## src/rtl/brc_if.sv

```systemverilog
// Operand/flag bundle for the branch comparator.
// Latency: wires only; the comparator defines all timing.
// Backpressure: none; operands are sampled every cycle, flags always valid.
//
// Signals:
//   i_rs1_data   32  operand A (rs1), driven by the issuing stage
//   i_rs2_data   32  operand B (rs2), driven by the issuing stage
//   i_br_un       1  1 = unsigned compare, 0 = signed compare
//   o_br_less     1  A < B under the selected mode, combinational
//   o_br_equal    1  A == B bitwise, combinational
//   o_br_less_q   1  o_br_less registered on the core clock
//   o_br_equal_q  1  o_br_equal registered on the core clock
interface brc_if;
    logic [31:0] i_rs1_data;
    logic [31:0] i_rs2_data;
    logic        i_br_un;
    logic        o_br_less;
    logic        o_br_equal;
    logic        o_br_less_q;
    logic        o_br_equal_q;

    // Source of operands: branch control / execute stage.
    modport master (
        output i_rs1_data,
        output i_rs2_data,
        output i_br_un,
        input  o_br_less,
        input  o_br_equal,
        input  o_br_less_q,
        input  o_br_equal_q
    );

    // The comparator itself.
    modport slave (
        input  i_rs1_data,
        input  i_rs2_data,
        input  i_br_un,
        output o_br_less,
        output o_br_equal,
        output o_br_less_q,
        output o_br_equal_q
    );
endinterface

```

## src/rtl/brc.sv

```systemverilog
// RV32I branch comparator: less-than (signed/unsigned) and equality flags.
// Latency: flags are combinational (0 cycles); the _q copies lag by 1 cycle.
// Backpressure: none; a new operand pair is accepted every cycle.
//
// Ports:
//   i_clk    rising-edge clock for the registered flag copies
//   i_rst_n  asynchronous active-low reset, clears only the registered flags
//   bus      brc_if.slave carrying operands, mode select and all four flags
module brc (
    input  logic   i_clk,
    input  logic   i_rst_n,
    brc_if.slave   bus
);

    // ------------------------------------------------------------------
    // Operand conditioning
    // ------------------------------------------------------------------
    // A - B is formed as A + ~B + 1, so the adder sees the inverted B.
    logic [31:0] op_a;
    logic [31:0] op_b;
    logic [31:0] op_b_n;

    assign op_a   = bus.i_rs1_data;
    assign op_b   = bus.i_rs2_data;
    assign op_b_n = ~op_b;

    // ------------------------------------------------------------------
    // Carry chain of A + ~B + 1
    // ------------------------------------------------------------------
    // Only the carry-out (bit 32 of the 33-bit difference) matters, so the
    // sum bits are never built. The chain is split into eight 4-bit
    // lookahead groups with a ripple between groups, which keeps the
    // critical path short without a full prefix tree.
    logic [31:0] bit_gen;
    logic [31:0] bit_prop;
    logic [7:0]  grp_gen;
    logic [7:0]  grp_prop;
    logic        sub_carry;

    always_comb begin
        logic carry;

        bit_gen  = op_a & op_b_n;
        // OR-propagate is sufficient for the carry path (XOR is only
        // needed for sum bits).
        bit_prop = op_a | op_b_n;

        grp_gen  = '0;
        grp_prop = '0;
        for (int k = 0; k < 8; k++) begin
            grp_gen[k] = bit_gen[4*k+3]
                       | (bit_prop[4*k+3] & bit_gen[4*k+2])
                       | (bit_prop[4*k+3] & bit_prop[4*k+2] & bit_gen[4*k+1])
                       | (bit_prop[4*k+3] & bit_prop[4*k+2] & bit_prop[4*k+1]
                          & bit_gen[4*k]);
            grp_prop[k] = &bit_prop[4*k +: 4];
        end

        // The "+1" of the two's-complement negation enters as carry-in.
        carry = 1'b1;
        for (int k = 0; k < 8; k++) begin
            carry = grp_gen[k] | (grp_prop[k] & carry);
        end
        sub_carry = carry;
    end

    // ------------------------------------------------------------------
    // Equality: XOR per bit, NOR across the word
    // ------------------------------------------------------------------
    logic [31:0] bit_diff;
    logic [7:0]  grp_diff;
    logic        br_equal;

    always_comb begin
        bit_diff = op_a ^ op_b;
        grp_diff = '0;
        for (int k = 0; k < 8; k++) begin
            grp_diff[k] = |bit_diff[4*k +: 4];
        end
        br_equal = ~|grp_diff;
    end

    // ------------------------------------------------------------------
    // Less-than selection
    // ------------------------------------------------------------------
    // No carry-out means the subtraction borrowed, i.e. A < B unsigned.
    // For signed operands with differing signs the unsigned result is
    // inverted, so the answer is simply "A is the negative one".
    logic sign_differ;
    logic br_less;

    always_comb begin
        sign_differ = op_a[31] ^ op_b[31];
        if (!bus.i_br_un && sign_differ) begin
            br_less = op_a[31];
        end else begin
            br_less = ~sub_carry;
        end
    end

    assign bus.o_br_less  = br_less;
    assign bus.o_br_equal = br_equal;

    // ------------------------------------------------------------------
    // Registered copies for the following stage
    // ------------------------------------------------------------------
    logic br_less_d;
    logic br_less_q;
    logic br_equal_d;
    logic br_equal_q;

    always_comb begin
        br_less_d  = br_less;
        br_equal_d = br_equal;
    end

    always_ff @(posedge i_clk or negedge i_rst_n) begin
        if (!i_rst_n) begin
            br_less_q  <= 1'b0;
            br_equal_q <= 1'b0;
        end else begin
            br_less_q  <= br_less_d;
            br_equal_q <= br_equal_d;
        end
    end

    assign bus.o_br_less_q  = br_less_q;
    assign bus.o_br_equal_q = br_equal_q;

endmodule

```

## src/flat_wrapper.sv

```systemverilog
// flat-port wrapper written by rule: the top's interface ports become plain ports
module brc_flat 
  (i_clk, i_rst_n, bus_i_rs1_data, bus_i_rs2_data, bus_i_br_un, bus_o_br_less, bus_o_br_equal, bus_o_br_less_q, bus_o_br_equal_q);
  brc_if bus_i ();
  input  logic i_clk;
  input  logic i_rst_n;
  input wire logic [$bits(bus_i.i_rs1_data)-1:0] bus_i_rs1_data;
  input wire logic [$bits(bus_i.i_rs2_data)-1:0] bus_i_rs2_data;
  input wire logic [$bits(bus_i.i_br_un)-1:0] bus_i_br_un;
  output wire logic [$bits(bus_i.o_br_less)-1:0] bus_o_br_less;
  output wire logic [$bits(bus_i.o_br_equal)-1:0] bus_o_br_equal;
  output wire logic [$bits(bus_i.o_br_less_q)-1:0] bus_o_br_less_q;
  output wire logic [$bits(bus_i.o_br_equal_q)-1:0] bus_o_br_equal_q;
  assign bus_i.i_rs1_data = bus_i_rs1_data;
  assign bus_i.i_rs2_data = bus_i_rs2_data;
  assign bus_i.i_br_un = bus_i_br_un;
  assign bus_o_br_less = bus_i.o_br_less;
  assign bus_o_br_equal = bus_i.o_br_equal;
  assign bus_o_br_less_q = bus_i.o_br_less_q;
  assign bus_o_br_equal_q = bus_i.o_br_equal_q;
  brc u_core (.i_clk(i_clk), .i_rst_n(i_rst_n), .bus(bus_i));
endmodule
```

## config.mk

```make
export PLATFORM = sky130hd
export DESIGN_NAME = brc_flat
export DESIGN_NICKNAME = d
export VERILOG_FILES = /design/src/rtl/brc_if.sv /design/src/rtl/brc.sv /design/src/flat_wrapper.sv
export SDC_FILE = /design/constraint.sdc
export NUM_CORES = 1
export LEC_CHECK = 0
export CORE_MARGIN = 2
export CORE_UTILIZATION = 40
export DETAILED_ROUTE_END_ITERATION = 8
export PLACE_DENSITY = 0.78
export RECOVER_POWER = 50
export SLEW_MARGIN = 25
export SYNTH_ARGS = -nofsm -noshare
export SYNTH_HDL_FRONTEND = slang
export SYNTH_SLANG_ARGS = --single-unit
```

## constraint.sdc

```tcl
create_clock -name i_clk -period 2.7 [get_ports i_clk]
set_clock_uncertainty 0.05 [all_clocks]
set_input_delay 0.405 -clock i_clk [delete_from_list [all_inputs] [get_ports i_clk]]
set_output_delay 0.405 -clock i_clk [all_outputs]
set_load 0.005 [all_outputs]
```

Word level (Yosys, flattened, before mapping) --
Index checks and enable logic that the tools add are counted.
Storage, ports and cells: bits in registers 2, input port bits 67, output and inout port bits 4, logic and storage cells 100
Cells by class: muxes and demuxes 1, bitwise logic cells 85, reductions and logical operators 12
Operators with widths (number):
- $and 1x1->1 | 47
- $and 32x32->32 | 1
- $not 32->32 | 1
- $or 1x1->1 | 32
- $or 32x32->32 | 1
- $reduce_and 4->1 | 8
- $reduce_or 32->1 | 1
- $xor 32x32->32 | 1
- $logic_not 1->1 | 2
- $logic_and 1x1->1 | 1
- $mux 1 | 1
- $not 1->1 | 1
- $xor 1x1->1 | 1

Depth between registers and ports, before layout --
Gate-level depths: netlist (run 1).
word-level depth 23, mapped depth 7, depth with buffers taken out 7

Least setup slack after synthesis (run 1) --
Ideal clock, no wire load.
kind input to output, start in bus_i_rs1_data[19], end out bus_o_br_less, data arrival time 2100 ps, data required time 2245 ps, path slack 145 ps, stages on the path 7, cells stage by stage inv_1 > ha_1 > or4_4 > or4b_4 > nor4b_2 > a2111o_1 > a211oi_1
Between the ends: word-level cells in the longest chain between the ends 14, elaborated cells between the ends (all ways) 21, classes of those cells mux (1); bitwise (19); reduce/logical (1)
Ends and longest elaborated chain:
- from (decl) | RTL line flat_wrapper.sv:7 | input wire logic [$bits(bus_i.i_rs1_data)-1:0] bus_i_rs1_data;
- $or 32x32->32 | RTL line brc.sv:46 | bit_prop = op_a | op_b_n;
- $and 1x1->1 (on tied branches) | RTL line brc.sv:52, brc.sv:53, brc.sv:54
- $or 1x1->1 (tied with other cells) | RTL line brc.sv:52 | | (bit_prop[4*k+3] & bit_gen[4*k+2])
- $or 1x1->1 or $and 1x1->1 (tied branches) | RTL line brc.sv:53, brc.sv:55
- $or 1x1->1 | RTL line brc.sv:54 | | (bit_prop[4*k+3] & bit_prop[4*k+2] & bit_prop[4*k+1]
- $or 1x1->1 (*) | RTL line brc.sv:62 | carry = grp_gen[k] | (grp_prop[k] & carry);
- $and 1x1->1 (*) | RTL line brc.sv:62
- $or 1x1->1 (*) | RTL line brc.sv:62
- $and 1x1->1 (*) | RTL line brc.sv:62
- $or 1x1->1 (*) | RTL line brc.sv:62
- $and 1x1->1 (*) | RTL line brc.sv:62
- $or 1x1->1 (*) | RTL line brc.sv:62
- $not 1->1 (*) | RTL line brc.sv:97 | br_less = ~sub_carry;
- $mux 1 (*) | RTL line brc.sv:94 | if (!bus.i_br_un && sign_differ) begin
- to (decl) | RTL line flat_wrapper.sv:10 | output wire logic [$bits(bus_i.o_br_less)-1:0] bus_o_br_less;
Every way passes the cells marked *; elsewhere a longest branch is shown, timed or not.

Final worst setup path (run 1) --
start in bus_i_rs2_data[16], end out bus_o_br_less
Between the ends: word-level cells in the longest chain between the ends 13, elaborated cells between the ends (all ways) 16, classes of those cells mux (1); bitwise (14); reduce/logical (1)
Ends and longest elaborated chain:
- from (decl) | RTL line flat_wrapper.sv:8 | input wire logic [$bits(bus_i.i_rs2_data)-1:0] bus_i_rs2_data;
- $not 32->32 (*) | RTL line brc.sv:25 | assign op_b_n = ~op_b;
- $or 32x32->32 or $and 32x32->32 (tied branches) | RTL line brc.sv:46, brc.sv:43
- $reduce_and 4->1 or $and 1x1->1 (tied branches) | RTL line brc.sv:56, brc.sv:55
- $and 1x1->1 or $or 1x1->1 (tied branches) | RTL line brc.sv:62, brc.sv:54
- $or 1x1->1 (*) | RTL line brc.sv:62
- $and 1x1->1 (*) | RTL line brc.sv:62
- $or 1x1->1 (*) | RTL line brc.sv:62
- $and 1x1->1 (*) | RTL line brc.sv:62
- $or 1x1->1 (*) | RTL line brc.sv:62
- $and 1x1->1 (*) | RTL line brc.sv:62
- $or 1x1->1 (*) | RTL line brc.sv:62
- $not 1->1 (*) | RTL line brc.sv:97
- $mux 1 (*) | RTL line brc.sv:94
Marked as above.

==> summary.md, run 1 <==
| Metric | Value |
|---|---|
| Outcome | finished, violations left |
| Failing checks | setup timing |
| CTS root buffer | clkbuf_8 |
| Initial antenna violation count | 0 |
| Layout cell share with drive strength beyond 1 | 0.207 |
| Layout area overhead | 73.5% |
| Largest net degree at the start of global routing | 4 |
| Synth warn | 0 |
| Total power | 0.000459 W |
| Crit path cell chain | buf_6 > ha_4 > or4_4 > or4b_4 > nor4b_4 > a2111o_1 > a211oi_2 > buf_2 |
| DP HPWL | 3260 um |
| Mapped Avg Cell Area | 7.47 um2 |
| Final Hold Vio Count | 0 |
| Post-synthesis mux area share | 0 |
| Crit-path max FO | 2 |
| Initial Util | 0.414 |
| Synth top area cells | ha_1 53%, inv_1 18%, nand4_1 3.7% |
| Final ANT Viol Nets | 0 |
| CTS tree | done |
| Number of global-route vias before repair | 1639 |
| Peak VDD IR | 0.107 mV |
| Most common cell in the netlist | inv_1 |
| Setup TNS | -0.0842 ns |
| Clock sink count | 2 |
| Yosys top cell area share | 0.528 |
| LEAKAGE | 1.52 nW |
| CP arrival | 2.33 ns |
| Post-Synthesis Net Count | 334 |
| Final-report max-slew violation count | 0 |
| Crit share post-route | 1.03 |
| I/O pin count | 71 |
| DRC violations left | 0 |
| Core Area | 3660 um2 |
| WS Path Type | input port to output pin |
| Synth Area in Adders | 0.528 |
| Final wirelength | 3940 um |
| Final Core Density | 0.719 |
| Min Tclk post-route | 2.78 ns |
| Die area | 4300 um2 |
| Filler cells | 302 |
| M3 GR Usage | 0.0342 |
| Hold_buf cts | 0 |
| Cell Rows | 22 |
| Worst setup SP type | input port |
| GR peak layer | met2 |
| Unrepaired setup endpoints after global routing | yes |
| Slew HR | 0.817 |
| Post-layout nets | 427 |
| Post-Syn Instances | 203 |
| WP data required | 2.25 ns |
| Die Y | 65.6 um |
| Via density | 4.68 |
| First-pass iteration count of the detailed router | 4 |
| Worst path bufs/invs | 2 |
| TritonCTS Buffers | 3 |
| Endpoints failing setup | 1 |
| Synthesized flop and latch total | 2 |
| M1 GR Usage | 0.207 |
| IO Port Bufs | 70 |
| Worst Setup Slack, final | -0.0842 ns |
| Worst stage delay on the critical path | 0.53 ns |
| FFs w/ async S/R, synth | 1.00 |
| Total global-route track usage | 0.198 |
| XOR/XNOR Fraction of Synth Area | 0 |
| Pwr Density | 174 nW/um2 |
| Slowest CP cell | or4_4 |
| Synth area leader | ha_1 |
| Pre-CTS WS | -0.913 ns |
| Synthesized area | 1520 um2 |
| Synth Flop Type | dfrtp_1 |
| Post-DR wirelength/cell | 11.5 um |
| Post-synth top cells | 72 x inv_1, 64 x ha_1, 11 x nor2_1, 9 x nand4_1, 8 x a21oi_1 |
| H-tree depth | 1 |
| Crit path max-delay family | simple AND/OR/NAND/NOR gates |
| Number of enable flip-flop cells after synthesis | 0 |
| Die Wd | 65.6 um |
| Starting DRC count in detailed routing | 47 |
| Routability-driven placement congestion ratio | 0.801 |
| GRT met2 Usage | 0.380 |
| Compound-cell area share of the yosys netlist | 0.0949 |
| # diodes | 0 |
| Largest family of logic cells by synthesized area | adder cells |
| Clk slew on worst S/H paths | 0.03 ns |
| First-pass GRT wire length | 6560 um |
| Top achievable clock speed | 359 MHz |
| Crit path capture type | output pin |
| Simple-gate portion of the synthesized area | 0.166 |
| GRT overflow | 0 |
| Slew at the pin with the worst max-slew slack | 0.273 ns |
| Synth unique cells | 27 |
| Max Cap Viol | 0 |
| Hold WC Path Type | input port to asynchronous set/reset pin |
| Vias after detailed routing | 1601 |
| Register area share after synthesis | 0.0330 |
| Clock Tree Buf Depth | 2 |
==> registers in the layout, indices dropped and copies added (netlist names) <==
signal and flops:
u_core.bus.o_br_equal_q 1, u_core.bus.o_br_less_q 1
==> where the power goes <==
part | total (W) | internal [W] | leakage (nW) | switching, W
Combinational | 0.000306 | 0.000180 | 1.47 | 0.000127
Sequential | 0.0000332 | 0.0000326 | 0.0263 | 0.000000569
Clock | 0.000119 | 0.0000944 | 0.0216 | 0.0000247
Total | 0.000459 | 0.000307 | 1.52 | 0.000152
==> path summary, 6_finish.rpt <==
path,to,cells past startpoint,slack (ns),startpoint
max,bus_o_br_less,8,-0.08,bus_i_rs2_data[16]
min in group i_clk,u_core.bus.o_br_equal_q,5,0.70,bus_i_rs1_data[16]
min,u_core.bus.o_br_less_q,1,0.37,i_rst_n
max in group asynchronous,u_core.bus.o_br_equal_q,1,2.11,i_rst_n
==> cell families after synthesis <==
logic type	Yosys count
AO/OA/AOI/OAI	23
flip-flops	2
adder cells (fa/ha/maj)	64
AND/OR/NAND/NOR	42
buffers and inverters	72
==> stage by stage <==
stage,instance area (um2),std cells,hold WS [ns]
2_1_floorplan,1520,203,0.0594
3_3_place_gp,2400,338,0.526
3_5_place_dp,2400,338,0.527
4_1_cts,2540,342,0.304
5_1_grt,2630,342,0.381
6_report,2630,342,0.375
==> layout by cell type (no fill, tap or decap), drive strengths merged, types with 2 or more instances in the layout <==
master,n
nor2b,6
dlymetal6s2s,12
nand2,2
dlygate4sd3,2
inv,72
nand4,9
nor3,3
a21oi,8
clkbuf,3
clkdlybuf4s50,36
or4,3
buf,26
nor2,11
ha,64
dlygate4sd2,10
o21ai,6
clkdlybuf4s15,2
dfrtp,2
nand2b,3
==> final cells by class <==
type / instances / area (um2) / share of cell area
Timing Repair Buffer: 88 / 851 / 0.323
Tap cell: 48 / 60.1 / 0.0228
Sequential cell: 2 / 50.0 / 0.0190
Multi-Input combinational cell: 129 / 1360 / 0.515
Clock buffer: 3 / 41.3 / 0.0157
Inverter: 72 / 273 / 0.104
==> layer usage <==
layer	up-vias	wire [um]
met1	722	1570
met2	49	2070
met4	0	100
met3	8	204
met5	-	0
li1	822	-
==> timing repair <==
action | in CTS | in global routing
pin swaps | 13 | 11
buffers inserted | 1 | 0
endpoints found under the setup margin | 3 | 2
resized for setup | 80 | 23
gates cloned | 0 | 0
Note: power is estimated with default switching activity, not from simulation.
==> run 2, diff against run 1 <==
- CORE_MARGIN: 2 -> 5
==> summary.md, run 2 (same netlist as run 1, synthesis figures left out) <==
| Metric | Value |
|---|---|
| Final wirelength | 3950 um (was 3940 um) |
| Max Cap Viol | 0 (unchanged) |
| Hold WC Path Type | input port to asynchronous set/reset pin (unchanged) |
| Worst setup SP type | input port (unchanged) |
| Layout cell share with drive strength beyond 1 | 0.179 (was 0.207) |
| Slew at the pin with the worst max-slew slack | 0.258 ns (was 0.273 ns) |
| Final Core Density | 0.695 (was 0.719) |
| Slowest CP cell | or4_4 (unchanged) |
| Via density | 4.53 (was 4.68) |
| Starting DRC count in detailed routing | 41 (was 47) |
| Commonest non-fill, non-tap cell in the layout | inv_1 (unchanged) |
| Routability-driven placement congestion ratio | 0.774 (was 0.801) |
| Total area of sequential cells | 50.0 um2 (unchanged) |
| Outcome | finished, violations left (unchanged) |
| Core Area | 3660 um2 (unchanged) |
| Layout area overhead | 67.8% (was 73.5%) |
| Die Wd | 71.6 um (was 65.6 um) |
| Initial antenna violation count | 0 (unchanged) |
| Largest net degree at the start of global routing | 4 (unchanged) |
| CP arrival | 2.37 ns (was 2.33 ns) |
| Number of global-route vias before repair | 1676 (was 1639) |
| CTS tree | done (unchanged) |
| GRT overflow | 0 (unchanged) |
| WP data required | 2.25 ns (about the same) |
| First-pass GRT wire length | 6640 um (was 6560 um) |
| H-tree depth | 1 (unchanged) |
| Min Tclk post-route | 2.82 ns (was 2.78 ns) |
| Worst stage delay on the critical path | 0.52 ns (was 0.53 ns) |
| Clock Tree Buf Depth | 2 (unchanged) |
| Crit path cell chain | buf_6 > ha_4 > or4_4 > or4b_4 > nor4b_4 > a2111o_1 > a211oi_2 > buf_2 (unchanged) |
| Final-report max-slew violation count | 0 (unchanged) |
| Crit share post-route | 1.05 (was 1.03) |
| I/O pin count | 71 (unchanged) |
| DP HPWL | 3590 um (was 3260 um) |
| Clk slew on worst S/H paths | 0.03 ns (about the same) |
| Worst Setup Slack, final | -0.124 ns (was -0.0842 ns) |
| Multi-input gate area | 1290 um2 (was 1360 um2) |
| Endpoints failing setup | 1 (unchanged) |
| TritonCTS Buffers | 3 (unchanged) |
| Unrepaired setup endpoints after global routing | yes (unchanged) |
| Initial Util | 0.414 (unchanged) |
| Post-layout nets | 429 (was 427) |
| Cells after DPL | 339 (was 338) |
| Post-DR wirelength/cell | 11.5 um (about the same) |
| Die area | 5120 um2 (was 4300 um2) |
| CTS root buffer | clkbuf_8 (unchanged) |
| Filler cells | 316 (was 302) |
| LEAKAGE | 1.44 nW (was 1.52 nW) |
| Clock sink count | 2 (unchanged) |
| Die Y | 71.6 um (was 65.6 um) |
| IO Port Bufs | 70 (unchanged) |
| Finished Layout Cells | 344 (was 342) |
| Commonest non-fill, non-tap cells in the layout | 68 x inv_1, 58 x ha_1, 46 x clkdlybuf4s50_1 (was 67 x inv_1, 52 x ha_1, 36 x clkdlybuf4s50_1) |
| Top achievable clock speed | 354 MHz (was 359 MHz) |
| Vias after detailed routing | 1560 (was 1601) |
| Crit-path max FO | 2 (unchanged) |
| Pre-CTS WS | -0.913 ns (about the same) |
| DRC violations left | 0 (unchanged) |
| WHS | 0.377 ns (was 0.375 ns) |
| Crit path capture type | output pin (unchanged) |
| First-pass iteration count of the detailed router | 4 (unchanged) |
| Pwr Density | 174 nW/um2 (about the same) |
| Total global-route track usage | 0.160 (was 0.198) |
| Slew HR | 0.826 (was 0.817) |
| Peak VDD IR | 0.0951 mV (was 0.107 mV) |
| Cell Rows | 22 (unchanged) |
| WS Path Type | input port to output pin (unchanged) |
| Final ANT Viol Nets | 0 (unchanged) |
| Failing checks | setup timing (unchanged) |
| Final Hold Vio Count | 0 (unchanged) |
| # diodes | 0 (unchanged) |
## run 2: cell types whose count changed in the layout (fill, tap and decap cells not counted), sizes merged
cell           change
clkdlybuf4s50     +10
dlymetal6s2s      -10
buf                +3
clkdlybuf4s15      -2
clkbuf             +1
## run 2: where the power goes
group	internal [W]	switching (W)
clock network	0.0000945	0.0000257
logic	0.000172	0.000119
registers	0.0000326	0.000000671
## run 2: per-stage QoR
stage / total power [W] / instance area [um2] / setup TNS [ns]
3_5_place_dp: 0.000318 / 2410 / -1.44
6_report: 0.000444 / 2540 / -0.124
4_1_cts: 0.000445 / 2520 / -0.0718
5_1_grt: 0.000490 / 2540 / -0.199
3_3_place_gp: 0.000311 / 2410 / -1.35
2_1_floorplan: 0.000142 / 1520 / 0
## run 2: worst paths after layout
path | end | slack, ns | start
max in group asynchronous | u_core.bus.o_br_equal_q | 2.10 | i_rst_n
worst min-delay path | u_core.bus.o_br_less_q | 0.38 | i_rst_n
worst max-delay path | bus_o_br_less | -0.12 | bus_i_rs2_data[16]
min in group i_clk | u_core.bus.o_br_less_q | 0.71 | bus_i_rs2_data[19]
## run 2: timing repair
action	4_1_cts	5_1_grt
gates resized for setup	76	7
buffers inserted	1	1
endpoints found under the setup margin	2	2
pin swaps	13	6
hold buffers	0	0
## run 2: worst max-delay path, delay by kind of cell
family                     cells  cell delay, ns
buffers and inverters          2            0.24
AOI/OAI and AO/OA              2            0.26
adders and majority gates      1            0.14
and+or+nand+nor                3            1.32
## run 2: area by class of cell
cell class,count,share of cell area
clock buffer,3,0.0162
timing repair buffer,90,0.325
inverter,72,0.107
sequential,2,0.0197
tap,48,0.0236
multi-input combinational,129,0.508
## run 2: layer usage
metal  vias up  global-route usage  routed length (um)
met3         3              0.0449                 283
met5         -                   0                   0
li1        834                   -                   -
met2        44               0.306                2040
met4         0              0.0251                  25
met1       679               0.175                1610
==> run 3, diff against run 2 <==
- CTS_BUF_LIST: not set -> sky130_fd_sc_hd__clkbuf_8
==> results of run 3 <==
The final DEF is identical to that of run 2; final timing and power are the same.
